**config.mk**
```make
export PLATFORM = sky130hd
export DESIGN_NAME = adc_acquire
export DESIGN_NICKNAME = d
export VERILOG_FILES = /design/src/rtl/adc_pkg.sv /design/src/rtl/adc_serial_rx.sv /design/src/rtl/adc_acquire.sv
export SDC_FILE = /design/constraint.sdc
export NUM_CORES = 1
export LEC_CHECK = 0
export BUFFER_PORTS_ARGS = -buffer_cell sky130_fd_sc_hd__buf_2
export CORE_MARGIN = 3
export CORE_UTILIZATION = 45
export CTS_BUF_LIST = sky130_fd_sc_hd__clkbuf_2 sky130_fd_sc_hd__clkbuf_4 sky130_fd_sc_hd__clkbuf_8
export DETAILED_ROUTE_END_ITERATION = 12
export GPL_ROUTABILITY_DRIVEN = 0
export PLACE_DENSITY = 0.71
export SYNTH_ARGS = -nofsm -noshare
export SYNTH_HDL_FRONTEND = slang
export SYNTH_SLANG_ARGS = --single-unit
```
**constraint.sdc**
```tcl
create_clock -name clk -period 2.2 [get_ports clk]
set_clock_uncertainty 0.1 [all_clocks]
set_input_delay 0.44 -clock clk [delete_from_list [all_inputs] [get_ports clk]]
set_output_delay 0.44 -clock clk [all_outputs]
set_load 0.01 [all_outputs]
```
**src/rtl/adc_pkg.sv**
```systemverilog
`default_nettype none
// ============================================================================
//  Module      : adc_pkg
//  Description : Shared constants, state encodings and helpers for the serial
//                ADC acquisition front end (adc_acquire / adc_serial_rx).
//  Contents    : ADC_BITS      - conversion word width
//                AVG_LOG2_MAX  - largest supported averaging exponent
//                adc_state_t   - per-conversion serial phase encoding
//                acq_state_t   - top-level acquisition sequencer encoding
//                cnt_width()   - counter width helper, never returns 0
//  Revision    : 1.0 - initial release
// ============================================================================
package adc_pkg;

    localparam int unsigned ADC_BITS     = 16;
    localparam int unsigned AVG_LOG2_MAX = 4;

    // Serial phases of one conversion; ST_DONE is the acquisition-complete
    // phase shared in naming with the top-level sequencer.
    typedef enum logic [2:0] {
        ST_IDLE     = 3'd0,
        ST_CS_SETUP = 3'd1,
        ST_SHIFT    = 3'd2,
        ST_CS_HOLD  = 3'd3,
        ST_DONE     = 3'd4
    } adc_state_t;

    // Top-level sequencer: idle, conversions in flight, one-cycle result.
    typedef enum logic [1:0] {
        ACQ_IDLE = 2'd0,
        ACQ_RUN  = 2'd1,
        ACQ_DONE = 2'd2
    } acq_state_t;

    // Width of a counter that must hold 0..n-1; at least one bit so that
    // CLK_DIV=1 still yields a legal vector.
    function automatic int unsigned cnt_width(input int unsigned n);
        return (n > 1) ? $clog2(n) : 1;
    endfunction

endpackage : adc_pkg
`default_nettype wire

```
**src/rtl/adc_serial_rx.sv**
```systemverilog
`default_nettype none
// ============================================================================
//  Module      : adc_serial_rx
//  Description : Performs one 16-bit SPI-style ADC conversion: chip-select
//                setup, 16 serial clock periods with MSB-first capture, and
//                chip-select hold. A new conversion may be chained directly
//                from the last hold cycle without returning to idle.
//  Parameters  : CLK_DIV  - clk cycles per sclk half-period (>=1)
//  Ports       : clk, rst   - clock, asynchronous active-high reset
//                i_start    - launch a conversion (idle or last hold cycle)
//                i_sdo      - ADC serial data
//                o_cs_n     - chip select, active low (registered)
//                o_sclk     - serial clock, idles low (registered)
//                o_done     - high during the last hold cycle
//                o_data     - captured word, valid while o_done is high
//  Revision    : 1.0 - initial release
// ============================================================================
module adc_serial_rx
    import adc_pkg::*;
#(
    parameter int unsigned CLK_DIV = 4
) (
    input  logic                clk,
    input  logic                rst,
    input  logic                i_start,
    input  logic                i_sdo,
    output logic                o_cs_n,
    output logic                o_sclk,
    output logic                o_done,
    output logic [ADC_BITS-1:0] o_data
);

    localparam int unsigned         c_CNT_W    = cnt_width(CLK_DIV);
    localparam logic [c_CNT_W-1:0]  c_CNT_LAST = c_CNT_W'(CLK_DIV - 1);
    localparam int unsigned         c_BIT_W    = $clog2(ADC_BITS);
    localparam logic [c_BIT_W-1:0]  c_BIT_LAST = c_BIT_W'(ADC_BITS - 1);

    adc_state_t           r_state;
    adc_state_t           w_state_nxt;
    logic [c_CNT_W-1:0]   r_cnt;
    logic [c_BIT_W-1:0]   r_bit;
    logic                 r_cs_n;
    logic                 r_sclk;
    logic [ADC_BITS-1:0]  r_shift;
    logic                 w_cnt_last;

    assign w_cnt_last = (r_cnt == c_CNT_LAST);

    // ------------------------------------------------------------------
    // State register
    // ------------------------------------------------------------------
    always_ff @(posedge clk or posedge rst) begin
        if (rst) begin
            r_state <= ST_IDLE;
        end else begin
            r_state <= w_state_nxt;
        end
    end

    // ------------------------------------------------------------------
    // Next-state logic
    // ------------------------------------------------------------------
    always_comb begin
        w_state_nxt = r_state;
        case (r_state)
            ST_IDLE: begin
                if (i_start) begin
                    w_state_nxt = ST_CS_SETUP;
                end
            end
            ST_CS_SETUP: begin
                if (w_cnt_last) begin
                    w_state_nxt = ST_SHIFT;
                end
            end
            ST_SHIFT: begin
                // Leave after the high half of the final bit period.
                if (w_cnt_last && r_sclk && (r_bit == c_BIT_LAST)) begin
                    w_state_nxt = ST_CS_HOLD;
                end
            end
            ST_CS_HOLD: begin
                if (w_cnt_last) begin
                    w_state_nxt = i_start ? ST_CS_SETUP : ST_IDLE;
                end
            end
            default: begin
                w_state_nxt = ST_IDLE;
            end
        endcase
    end

    // ------------------------------------------------------------------
    // Timing counters, serial clock and shift register
    // ------------------------------------------------------------------
    always_ff @(posedge clk or posedge rst) begin
        if (rst) begin
            r_cnt   <= '0;
            r_bit   <= '0;
            r_cs_n  <= 1'b1;
            r_sclk  <= 1'b0;
            r_shift <= '0;
        end else begin
            // Chip select follows the next state so it moves on the same
            // edge the phase changes, keeping the output registered.
            r_cs_n <= !((w_state_nxt == ST_CS_SETUP) || (w_state_nxt == ST_SHIFT));

            case (r_state)
                ST_SHIFT: begin
                    r_cnt <= w_cnt_last ? '0 : r_cnt + c_CNT_W'(1);
                    if (w_cnt_last) begin
                        r_sclk <= ~r_sclk;
                        if (!r_sclk) begin
                            // sclk rises on this edge: capture the data bit.
                            r_shift <= {r_shift[ADC_BITS-2:0], i_sdo};
                        end else begin
                            r_bit <= r_bit + c_BIT_W'(1);
                        end
                    end
                end
                ST_CS_SETUP, ST_CS_HOLD: begin
                    r_cnt  <= w_cnt_last ? '0 : r_cnt + c_CNT_W'(1);
                    r_sclk <= 1'b0;
                    r_bit  <= '0;
                end
                default: begin
                    r_cnt  <= '0;
                    r_sclk <= 1'b0;
                    r_bit  <= '0;
                end
            endcase
        end
    end

    assign o_cs_n = r_cs_n;
    assign o_sclk = r_sclk;
    assign o_done = (r_state == ST_CS_HOLD) && w_cnt_last;
    assign o_data = r_shift;

endmodule : adc_serial_rx
`default_nettype wire

```
**src/rtl/adc_acquire.sv**
```systemverilog
`default_nettype none
// ============================================================================
//  Module      : adc_acquire
//  Description : Serial-ADC front end. Each accepted start runs 2^AVG_LOG2
//                back-to-back conversions, sums them and presents the
//                truncated mean on adc_data with a one-cycle adc_valid.
//  Build macro : ADC_AVG_EN - when defined, averaging is enabled; when
//                undefined, AVG_LOG2 is ignored, no accumulator exists and a
//                single raw conversion is reported.
//  Parameters  : CLK_DIV  - clk cycles per adc_sclk half-period (>=1)
//                AVG_LOG2 - log2 of conversions averaged (0..4)
//  Ports       : clk, rst    - clock, asynchronous active-high reset
//                start       - acquisition request, honoured only when idle
//                busy        - acquisition in progress (through valid cycle)
//                adc_cs_n    - ADC chip select, active low
//                adc_sclk    - ADC serial clock, idles low
//                adc_sdo     - ADC serial data, MSB first
//                adc_data    - result word, held until next adc_valid
//                adc_valid   - one-cycle result strobe
//  Revision    : 1.0 - initial release
// ============================================================================
module adc_acquire
    import adc_pkg::*;
#(
    parameter int unsigned CLK_DIV  = 4,
    parameter int unsigned AVG_LOG2 = 2
) (
    input  logic                clk,
    input  logic                rst,
    input  logic                start,
    output logic                busy,
    output logic                adc_cs_n,
    output logic                adc_sclk,
    input  logic                adc_sdo,
    output logic [ADC_BITS-1:0] adc_data,
    output logic                adc_valid
);

    acq_state_t           r_state;
    acq_state_t           w_state_nxt;
    logic                 w_rx_start;
    logic                 w_rx_done;
    logic [ADC_BITS-1:0]  w_rx_data;
    logic                 w_last;
    logic [ADC_BITS-1:0]  w_result;
    logic                 r_busy;
    logic                 r_valid;
    logic [ADC_BITS-1:0]  r_data;

    // ------------------------------------------------------------------
    // One-conversion serial engine
    // ------------------------------------------------------------------
    adc_serial_rx #(
        .CLK_DIV (CLK_DIV)
    ) u_rx (
        .clk     (clk),
        .rst     (rst),
        .i_start (w_rx_start),
        .i_sdo   (adc_sdo),
        .o_cs_n  (adc_cs_n),
        .o_sclk  (adc_sclk),
        .o_done  (w_rx_done),
        .o_data  (w_rx_data)
    );

`ifdef ADC_AVG_EN
    // ------------------------------------------------------------------
    // Averaging: conversion counter and accumulator. The accumulator is
    // ADC_BITS+log2 wide, so the all-ones sum never wraps.
    // ------------------------------------------------------------------
    localparam int unsigned c_AVG_LOG2  = (AVG_LOG2 > AVG_LOG2_MAX) ? AVG_LOG2_MAX : AVG_LOG2;
    localparam int unsigned c_ACC_W     = ADC_BITS + c_AVG_LOG2;
    localparam int unsigned c_CONV_W    = c_AVG_LOG2 + 1;
    localparam logic [c_CONV_W-1:0] c_CONV_LAST = c_CONV_W'((1 << c_AVG_LOG2) - 1);

    logic [c_ACC_W-1:0]   r_acc;
    logic [c_ACC_W-1:0]   w_sum;
    logic [c_CONV_W-1:0]  r_conv;

    // The word finishing this cycle is folded in combinationally so the
    // result register can load the complete sum on the same edge.
    assign w_sum    = r_acc + c_ACC_W'(w_rx_data);
    assign w_last   = (r_conv == c_CONV_LAST);
    assign w_result = w_sum[c_ACC_W-1:c_AVG_LOG2];

    always_ff @(posedge clk or posedge rst) begin
        if (rst) begin
            r_acc  <= '0;
            r_conv <= '0;
        end else if (w_rx_done) begin
            if (w_last) begin
                r_acc  <= '0;
                r_conv <= '0;
            end else begin
                r_acc  <= w_sum;
                r_conv <= r_conv + c_CONV_W'(1);
            end
        end
    end
`else
    // Single raw conversion per acquisition.
    assign w_last   = 1'b1;
    assign w_result = w_rx_data;
`endif

    // ------------------------------------------------------------------
    // Acquisition sequencer: state register
    // ------------------------------------------------------------------
    always_ff @(posedge clk or posedge rst) begin
        if (rst) begin
            r_state <= ACQ_IDLE;
        end else begin
            r_state <= w_state_nxt;
        end
    end

    // ------------------------------------------------------------------
    // Acquisition sequencer: next state and conversion launch
    // ------------------------------------------------------------------
    always_comb begin
        w_state_nxt = r_state;
        w_rx_start  = 1'b0;
        case (r_state)
            ACQ_IDLE: begin
                if (start) begin
                    w_state_nxt = ACQ_RUN;
                    w_rx_start  = 1'b1;
                end
            end
            ACQ_RUN: begin
                if (w_rx_done) begin
                    if (w_last) begin
                        w_state_nxt = ACQ_DONE;
                    end else begin
                        // Chain the next conversion straight out of hold.
                        w_rx_start = 1'b1;
                    end
                end
            end
            ACQ_DONE: begin
                // start is deliberately not examined here.
                w_state_nxt = ACQ_IDLE;
            end
            default: begin
                w_state_nxt = ACQ_IDLE;
            end
        endcase
    end

    // ------------------------------------------------------------------
    // Registered outputs
    // ------------------------------------------------------------------
    always_ff @(posedge clk or posedge rst) begin
        if (rst) begin
            r_busy  <= 1'b0;
            r_valid <= 1'b0;
            r_data  <= '0;
        end else begin
            r_busy  <= (w_state_nxt != ACQ_IDLE);
            r_valid <= (w_state_nxt == ACQ_DONE);
            if ((r_state == ACQ_RUN) && w_rx_done && w_last) begin
                r_data <= w_result;
            end
        end
    end

    assign busy      = r_busy;
    assign adc_valid = r_valid;
    assign adc_data  = r_data;

endmodule : adc_acquire
`default_nettype wire

```
==> summary.txt, run 1 <==
status: completed
clock power share: 36.4%
H-tree levels: 2
vias in the first global route: 1149
cell area after placement: 0.00210 mm^2
Layout Utilization: 53.6%
# DRC: 0
PD cells: 638 mW/mm^2
initial DRC count: 50
crit path launch type: flop
P_leak: 1.08 nW
Yosys top cell by area: dfrtp_1
dpl ws: 332 ps
initial antenna violation count: 0
first-pass GRT wire length: 5600 um
Worst Path Arrival: 1980 ps
Synth Area per Inst: 15.2 um^2
Worst Hold Class: input port to async pin
simple-gate share of the synthesized area: 9.15%
Post-DRT Antenna Nets: 0
share of cells above drive strength 1: 47.1%
DRT Pass-1 Iters: 4
Sink Count: 47
total wire length: 3180 um
Compound-Gate Fraction of Synth Area: 3.29%
Yosys reg bits: 47
total die area: 0.00514 mm^2
largest family of logic cells by synthesized area: multiplexers
commonest non-fill, non-tap cell in the layout: dfrtp_1
GR Util All Layers: 14.1%
CORE AREA: 0.00409 mm^2
sequential group share of total power: 61.9%
mux cell area share after synthesis: 20.3%
CTS tree: built
Synth cell types: 34
IR drop worst, VDD: 363 uV
register area: 0.00118 mm^2
Post-Route Setup TNS: 0 ps
Setup Crit Path Kind: flop to flop
Area growth syn-to-layout: 12.9%
max-slew violations: 0
Setup crit end kind: flop
CTS Root Cell: clkbuf_8
switching pwr: 0.283 mW
Fmax: 0.526 GHz
RSZ-0062 raised after global routing: false
CP Max Fanout: 16
Vias: 1069
via/cell ratio: 5.16
Seq/Total Area, Yosys: 60.6%
diode count: 0
Post-Synth Adder-Cell Area: 1.29%
Hold Vio Cnt, Final: 0
Worst-Skew Late Latency: 290 ps
Worst Setup Slack, final: 300 ps
Final Setup Violations: 0
share of power burned in combinational logic: 1.6%
Final Cell Area: 0.00219 mm^2
commonest cells after routing, fill and taps aside: 46 x dfrtp_1, 23 x buf_2, 22 x mux2_2
Max Cap Viol: 0
Netlist Area Pre-Place: 0.00194 mm^2
Final HPWL DP: 2220 um
Sw Share: 20.2%
postcts setup bufs: 0
post-synth top area share: 59.3%
Internal: 1.12 mW
Row Count: 23
layout net count: 163
largest net degree at the start of global routing: 21
mean routed wirelength per cell: 15.4 um
clock transition at the registers of the reported paths: 80 ps
Synth Area in XOR/XNOR: 1.80%
Synth Instances: 128
Die H: 71.7 um
Starting Density: 47.5%
FILL cells: 365
footprint of the multi-input gates: 699 um^2
fin crit period: 1900 ps
final worst-path cycle share: 86.4%
clk buf depth: 2
post-CTS sizing: 0
Syn Nets: 134
Die W: 71.7 um
CTS Hold Buffers Added: 0
io pins: 24
YS warnings: 0
Port Buf Inserts: 23
required time worst endpoint: 2280 ps
Num CTS Buffers: 5
gr ovfl total: 0
top post-synthesis cells by area: dfrtp_1 59%, mux2_2 13%, mux2_4 7.0%
==> metrics by stage <==
step                      power [mW]  hold WS [ps]  std cells
after floorplan                0.899           316        128
after global placement         0.907           325        200
after detailed placement       0.909           343        200
after CTS                       1.42          32.9        207
after global routing            1.47          59.2        207
final                           1.40          24.0        207
==> cell usage after synthesis (all sizes together) <==
| library cell | instances |
|---|---|
| a31o | 2 |
| and3 | 1 |
| ha | 2 |
| nand2b | 2 |
| a21bo | 1 |
| nor2 | 7 |
| nor3 | 2 |
| o21a | 1 |
| mux2 | 32 |
| nor4 | 2 |
| nor3b | 2 |
| o21ai | 1 |
| dfrtp | 46 |
| conb | 1 |
| nand3b | 1 |
| dfstp | 1 |
| nand3 | 2 |
| xnor2 | 2 |
| nand4 | 1 |
| a32oi | 1 |
| nand2 | 3 |
| nor2b | 1 |
| buf | 5 |
| inv | 2 |
| or3b | 1 |
| xor2 | 2 |
| or3 | 1 |
| a21oi | 3 |
==> logic make-up (layout without fill, tap and decap cells) <==
kind of cell	after synthesis	after routing
flip-flops	47	47
multiplexers	32	32
AND/OR/NAND/NOR	26	26
AO/OA/AOI/OAI	9	9
buffers and inverters	7	36
XOR/XNOR	4	4
adder cells (fa/ha/maj)	2	2
other	1	1
==> path summary, 6_finish.rpt <==
check	depth (start not counted)	to	slack, ps	startpoint
setup / recovery	5	u_rx.o_data[13]$_DFFE_PP0P_	300	u_rx.r_cnt[0]$_DFF_PP0_
hold / removal	2	u_rx.r_bit[2]$_DFFE_PP0P_	20	rst
setup reg to reg	5	u_rx.o_data[13]$_DFFE_PP0P_	300	u_rx.r_cnt[0]$_DFF_PP0_
hold reg to reg	1	u_rx.r_cnt[0]$_DFF_PP0_	350	u_rx.r_cnt[0]$_DFF_PP0_
max in group asynchronous	3	adc_data[8]$_DFFE_PP0P_	1440	rst
min in group clk	2	u_rx.o_data[0]$_DFFE_PP0P_	290	adc_sdo
==> worst max-delay path: stages, from the launching register on <==
cell	delay (ps)
dfrtp_1	360
ha_1	300
inv_1	130
nor4_4	230
buf_4	280
mux2_2	370
==> cell type report <==
class                           instances  share of cell area [%]
Clock buffer                            6                    3.77
Inverter                                2                   0.342
Tap cell                               50                    2.85
Sequential cell                        47                    53.7
Clock inverter                          1                   0.228
Timing Repair Buffer                   27                    7.19
Multi-Input combinational cell         74                    31.9
==> routing by layer <==
metal,up-vias,wire length [um],track usage (%)
met4,0,43,4.38
met5,-,0,0
met2,22,1540,23.1
met3,6,142,4.35
met1,539,1450,18.0
li1,502,-,-
==> power by group through the flow <==
stage | Combinational, mW | Clock [mW] | Sequential (mW)
3_5_place_dp | 0.0248 | 0 | 0.884
4_1_cts | 0.0247 | 0.529 | 0.867
5_1_grt | 0.0281 | 0.573 | 0.867
3_3_place_gp | 0.0236 | 0 | 0.884
2_1_floorplan | 0.0177 | 0 | 0.882
6_report | 0.0231 | 0.510 | 0.867
==> flip-flops by register name, summed over array words and instances, names as in the netlist <==
register	flops
u_rx.o_data	16
r_state	2
adc_valid	1
u_rx.o_cs_n	1
adc_data	16
u_rx.r_bit	4
u_rx.r_state	3
u_rx.o_sclk	1
u_rx.r_cnt	2
busy	1
(Power assumes the default switching activity.)
==> run 2, diff against run 1 <==
ABC_AREA = 1   (was not set)
clock period = 2.4 ns   (was 2.2 ns; I/O delays follow)
==> summary.txt, run 2 <==
Port Buf Inserts: 23
Fmax: 0.575 GHz
Synth Area per Inst: 10.0 um^2
total wire length: 3250 um
largest net degree at the start of global routing: 34
Synth Instances: 212
Setup Crit Path Kind: flop to flop
clock transition at the registers of the reported paths: 90 ps
fin cells: 290
Yosys reg bits: 47
register area: 0.00118 mm^2
fin crit period: 1740 ps
Sink Count: 47
required time worst endpoint: 2480 ps
Worst-Skew Late Latency: 300 ps
Netlist Area Pre-Place: 0.00212 mm^2
Die H: 74.7 um
status: completed
diode count: 0
FILL cells: 408
CTS Root Cell: clkbuf_8
Post-Route Setup TNS: 0 ps
initial DRC count: 116
Worst Setup Slack, final: 661 ps
Setup crit end kind: flop
Final Cell Area: 0.00235 mm^2
io pins: 24
commonest cells after routing, fill and taps aside: 57 x nand2_1, 46 x dfrtp_1, 30 x o21ai_2
YS warnings: 0
PD cells: 585 mW/mm^2
Main synth FF type: dfrtp_1
share of cells above drive strength 1: 33.6%
GR Util All Layers: 13.4%
via/cell ratio: 4.75
Seq/Total Area, Yosys: 55.5%
Max Cap Viol: 0
initial antenna violation count: 0
Crit path largest cell delay: 390 ps
post-CTS sizing: 0
CTS Hold Buffers Added: 0
placed instance count: 283
DRT Pass-1 Iters: 4
Hold Vio Cnt, Final: 0
Min Hold Slack: 92.8 ps
vias in the first global route: 1268
# DRC: 0
Worst Hold Class: input port to async pin
Area growth syn-to-layout: 11.0%
top post-synthesis cells by area: dfrtp_1 54%, o21ai_2 12%, nand2_1 10%
H-tree levels: 2
Final Setup Violations: 0
Worst Path Arrival: 1820 ps
total die area: 0.00557 mm^2
WP buf/inv: 0
Yosys top cell by area: dfrtp_1
dpl ws: 673 ps
first-pass GRT wire length: 5660 um
P_leak: 1.14 nW
clk buf depth: 2
layout net count: 244
CP Max Fanout: 33
Final HPWL DP: 2290 um
Post-DRT Antenna Nets: 0
Syn Nets: 218
max-slew violations: 0
Post-synth EDFFs: 0
post-synth top area share: 54.3%
IR drop worst, VDD: 262 uV
gr ovfl total: 0
final worst-path cycle share: 72.5%
commonest non-fill, non-tap cell in the layout: nand2_1
RSZ-0062 raised after global routing: false
cells along the critical path: ha_1 > nand2_2 > nor2_4 > nand2_4 > nand2_1 > o21ai_2
Num CTS Buffers: 5
cell area after placement: 0.00225 mm^2
slowest CP cell: ha_1
Row Count: 24
Synth cell types: 24
CTS tree: built
Die W: 74.7 um
footprint of the multi-input gates: 767 um^2
count leader, synth: nand2_1
CORE AREA: 0.00444 mm^2
Starting Density: 47.7%
crit path launch type: flop
Crit path max-delay family: simple AND/OR/NAND/NOR gates
Vias: 1378
asr flop ratio synth: 100%
Post-synth top cells: 57 x nand2_1, 46 x dfrtp_1, 30 x o21ai_2
mean routed wirelength per cell: 11.2 um
postcts setup bufs: 0
## run 2: changes by cell type after synthesis, moves of 6 or more
cell	delta
o21ai_2	+30
mux2_2	-22
nand3_1	+6
inv_1	+24
mux2_4	-9
nand2_1	+54
## run 2: layout make-up
class / instances / share of cell area (%)
Clock buffer: 5 / 2.92
Clock inverter: 2 / 1.59
Inverter: 29 / 4.62
Multi-Input combinational cell: 130 / 32.6
Sequential cell: 47 / 50.0
Tap cell: 52 / 2.76
Timing Repair Buffer: 25 / 5.53
## run 2: cell families after synthesis
| group | after synthesis | share of synthesized area, % |
|---|---|---|
| fa+ha+maj | 2 | 1.18 |
| buf+inv | 35 | 8.32 |
| compound gates | 39 | 15.6 |
| flops | 47 | 55.5 |
| simple gates | 88 | 19.2 |
| other cells | 1 | 0.177 |
## run 2: worst paths after layout
path	from	to	slack [ps]	cells after the start
max	u_rx.r_cnt[0]$_DFF_PP0_	adc_data[1]$_DFFE_PP0P_	660	6
min	rst	adc_data[14]$_DFFE_PP0P_	90	2
max reg2reg	u_rx.r_cnt[0]$_DFF_PP0_	adc_data[1]$_DFFE_PP0P_	660	6
min reg2reg	u_rx.r_cnt[0]$_DFF_PP0_	u_rx.r_cnt[0]$_DFF_PP0_	340	1
max in group asynchronous	rst	u_rx.o_data[11]$_DFFE_PP0P_	1540	3
min in group clk	adc_sdo	u_rx.o_data[0]$_DFFE_PP0P_	330	3
## run 2: per-stage QoR
step                      utilization, %  power [mW]
after global placement              50.6       0.836
final                               53.0        1.38
after floorplan                        -       0.825
after CTS                           53.0        1.40
after detailed placement            50.6       0.836
after global routing                53.0        1.43
## run 2: worst reg2reg max path: stages (launching register included)
cell and delay [ps]:
dfrtp_1 360, ha_1 390, nand2_2 130, nor2_4 160
nand2_4 250, nand2_1 170, o21ai_2 60
## run 2: metal layers
metal	wire, um	GRT usage (%)	vias up
met5	0	0	-
met4	36	5.34	0
met3	125	4.01	4
met2	1530	19.8	23
met1	1560	18.6	640
li1	-	-	711
## run 2: where the power goes
part | internal [mW] | switching, mW | total [mW]
sequential | 0.793 | 0.00149 | 0.794
combinational | 0.00513 | 0.0192 | 0.0243
clock | 0.304 | 0.254 | 0.558
total | 1.10 | 0.275 | 1.38
==> run 3, diff against run 2 <==
PLACE_DENSITY = 0.73   (was 0.71)
clock period = 1.4 ns   (was 2.4 ns; I/O delays follow)
==> summary.txt, run 3 (same netlist as run 2, synthesis figures left out) <==
status: completed
H-tree levels: 2
initial antenna violation count: 0
Die H: 74.7 um
total die area: 0.00557 mm^2
vias in the first global route: 1337
DRT Pass-1 Iters: 4
final worst-path cycle share: 96.5%
Final Cell Area: 0.00256 mm^2
Vias: 1429
Max Cap Viol: 0
clock transition at the registers of the reported paths: 90 ps
Sink Count: 47
commonest cells after routing, fill and taps aside: 51 x nand2_1, 45 x dfrtp_1, 30 x o21ai_2
Setup Crit Path Kind: flop to flop
CTS tree: built
P_leak: 1.25 nW
crit path launch type: flop
Num CTS Buffers: 5
largest net degree at the start of global routing: 48
initial DRC count: 51
share of cells above drive strength 1: 40.6%
clk buf depth: 2
# DRC: 0
Final Setup Violations: 0
Area growth syn-to-layout: 20.6%
Worst Hold Class: input port to flop
CTS Root Cell: clkbuf_8
CORE AREA: 0.00444 mm^2
Worst Path Arrival: 1440 ps
required time worst endpoint: 1490 ps
Fmax: 0.740 GHz
Final HPWL DP: 2420 um
Setup crit end kind: flop
PD cells: 874 mW/mm^2
layout net count: 259
Die W: 74.7 um
mean routed wirelength per cell: 11.4 um
commonest non-fill, non-tap cell in the layout: nand2_1
Row Count: 24
via/cell ratio: 4.67
io pins: 24
GR Util All Layers: 14.0%
total wire length: 3470 um
cell area after placement: 0.00238 mm^2
CP Max Fanout: 18
Post-Route Setup TNS: 0 ps
Hold Vio Cnt, Final: 0
RSZ-0062 raised after global routing: true
diode count: 0
first-pass GRT wire length: 5950 um
IR drop worst, VDD: 531 uV
Worst-Skew Late Latency: 300 ps
gr ovfl total: 0
r2r setup slk: 50 ps
Post-DRT Antenna Nets: 0
max-slew violations: 0
fin crit period: 1350 ps
Starting Density: 47.7%
Port Buf Inserts: 23
run 3: cell types whose count changed in the layout (fill, tap and decap cells not counted), sizes merged:
cell	previous run	this run
buf	25	39
bufinv	1	0
clkinv	0	2
clkinvlp	1	2
dlygate4sd3	0	1
inv	29	28
run 3: worst paths after layout:
path | depth (start not counted) | start | end
max | 7 | u_rx.r_cnt[0]$_DFF_PP0_ | adc_data[5]$_DFFE_PP0P_
min | 3 | adc_sdo | u_rx.o_data[0]$_DFFE_PP0P_
max reg2reg | 7 | u_rx.r_cnt[0]$_DFF_PP0_ | adc_data[5]$_DFFE_PP0P_
min reg2reg | 2 | adc_data[5]$_DFFE_PP0P_ | adc_data[5]$_DFFE_PP0P_
max in group asynchronous | 4 | rst | u_rx.o_cs_n$_DFF_PP1_
min in group asynchronous | 4 | rst | u_rx.o_data[1]$_DFFE_PP0P_
run 3: critical path: stages (launching register included):
cell and delay (ps):
dfrtp_1 390, ha_4 190, nand2_4 60, nor2_4 140
nand2_4 80, buf_12 160, nand2_1 70, o21ai_2 50
run 3: through the flow:
step | hold WS (ps) | utilization (%) | power [mW] | setup WS, ps | std cells
CTS | 117 | 56.1 | 2.26 | 12.0 | 300
finish | 125 | 57.5 | 2.23 | 48.7 | 306
detailed placement | 261 | 53.5 | 1.44 | -11.5 | 291
global route | 131 | 57.5 | 2.32 | -18.1 | 306
floorplan | 203 | - | 1.42 | 28.4 | 212
global placement | 257 | 53.5 | 1.44 | 25.6 | 291
run 3: per-layer routing:
layer,vias to the layer above,share of wire [%],GRT usage [%],wire length (um)
met5,-,0,0,0
li1,746,-,-,-
met3,5,2.8,4.01,98
met1,658,50,19.0,1730
met4,0,1.5,4.74,51
met2,20,46,21.9,1590
run 3: where the power goes:
group	internal, mW	switching (mW)
Combinational	0.0167	0.0353
Clock	0.357	0.465
Sequential	1.36	0.00123
Total	1.73	0.501
run 3: cell type report:
cell class / instances / area, um^2
clock buffer: 5 / 68.8
clock inverter: 3 / 25.0
fill: 399 / 1890
inverter: 29 / 113
multi-input combinational: 130 / 800
sequential: 47 / 1180
tap: 52 / 65.1
timing repair buffer: 40 / 308
run 3: what timing repair did:
action,4_1_cts,5_1_grt
resized for setup,1,8
setup buffers,0,6
endpoints found under the hold margin,46,0
endpoints found under the setup margin,15,28
pin swaps,0,3
hold buffers,1,0
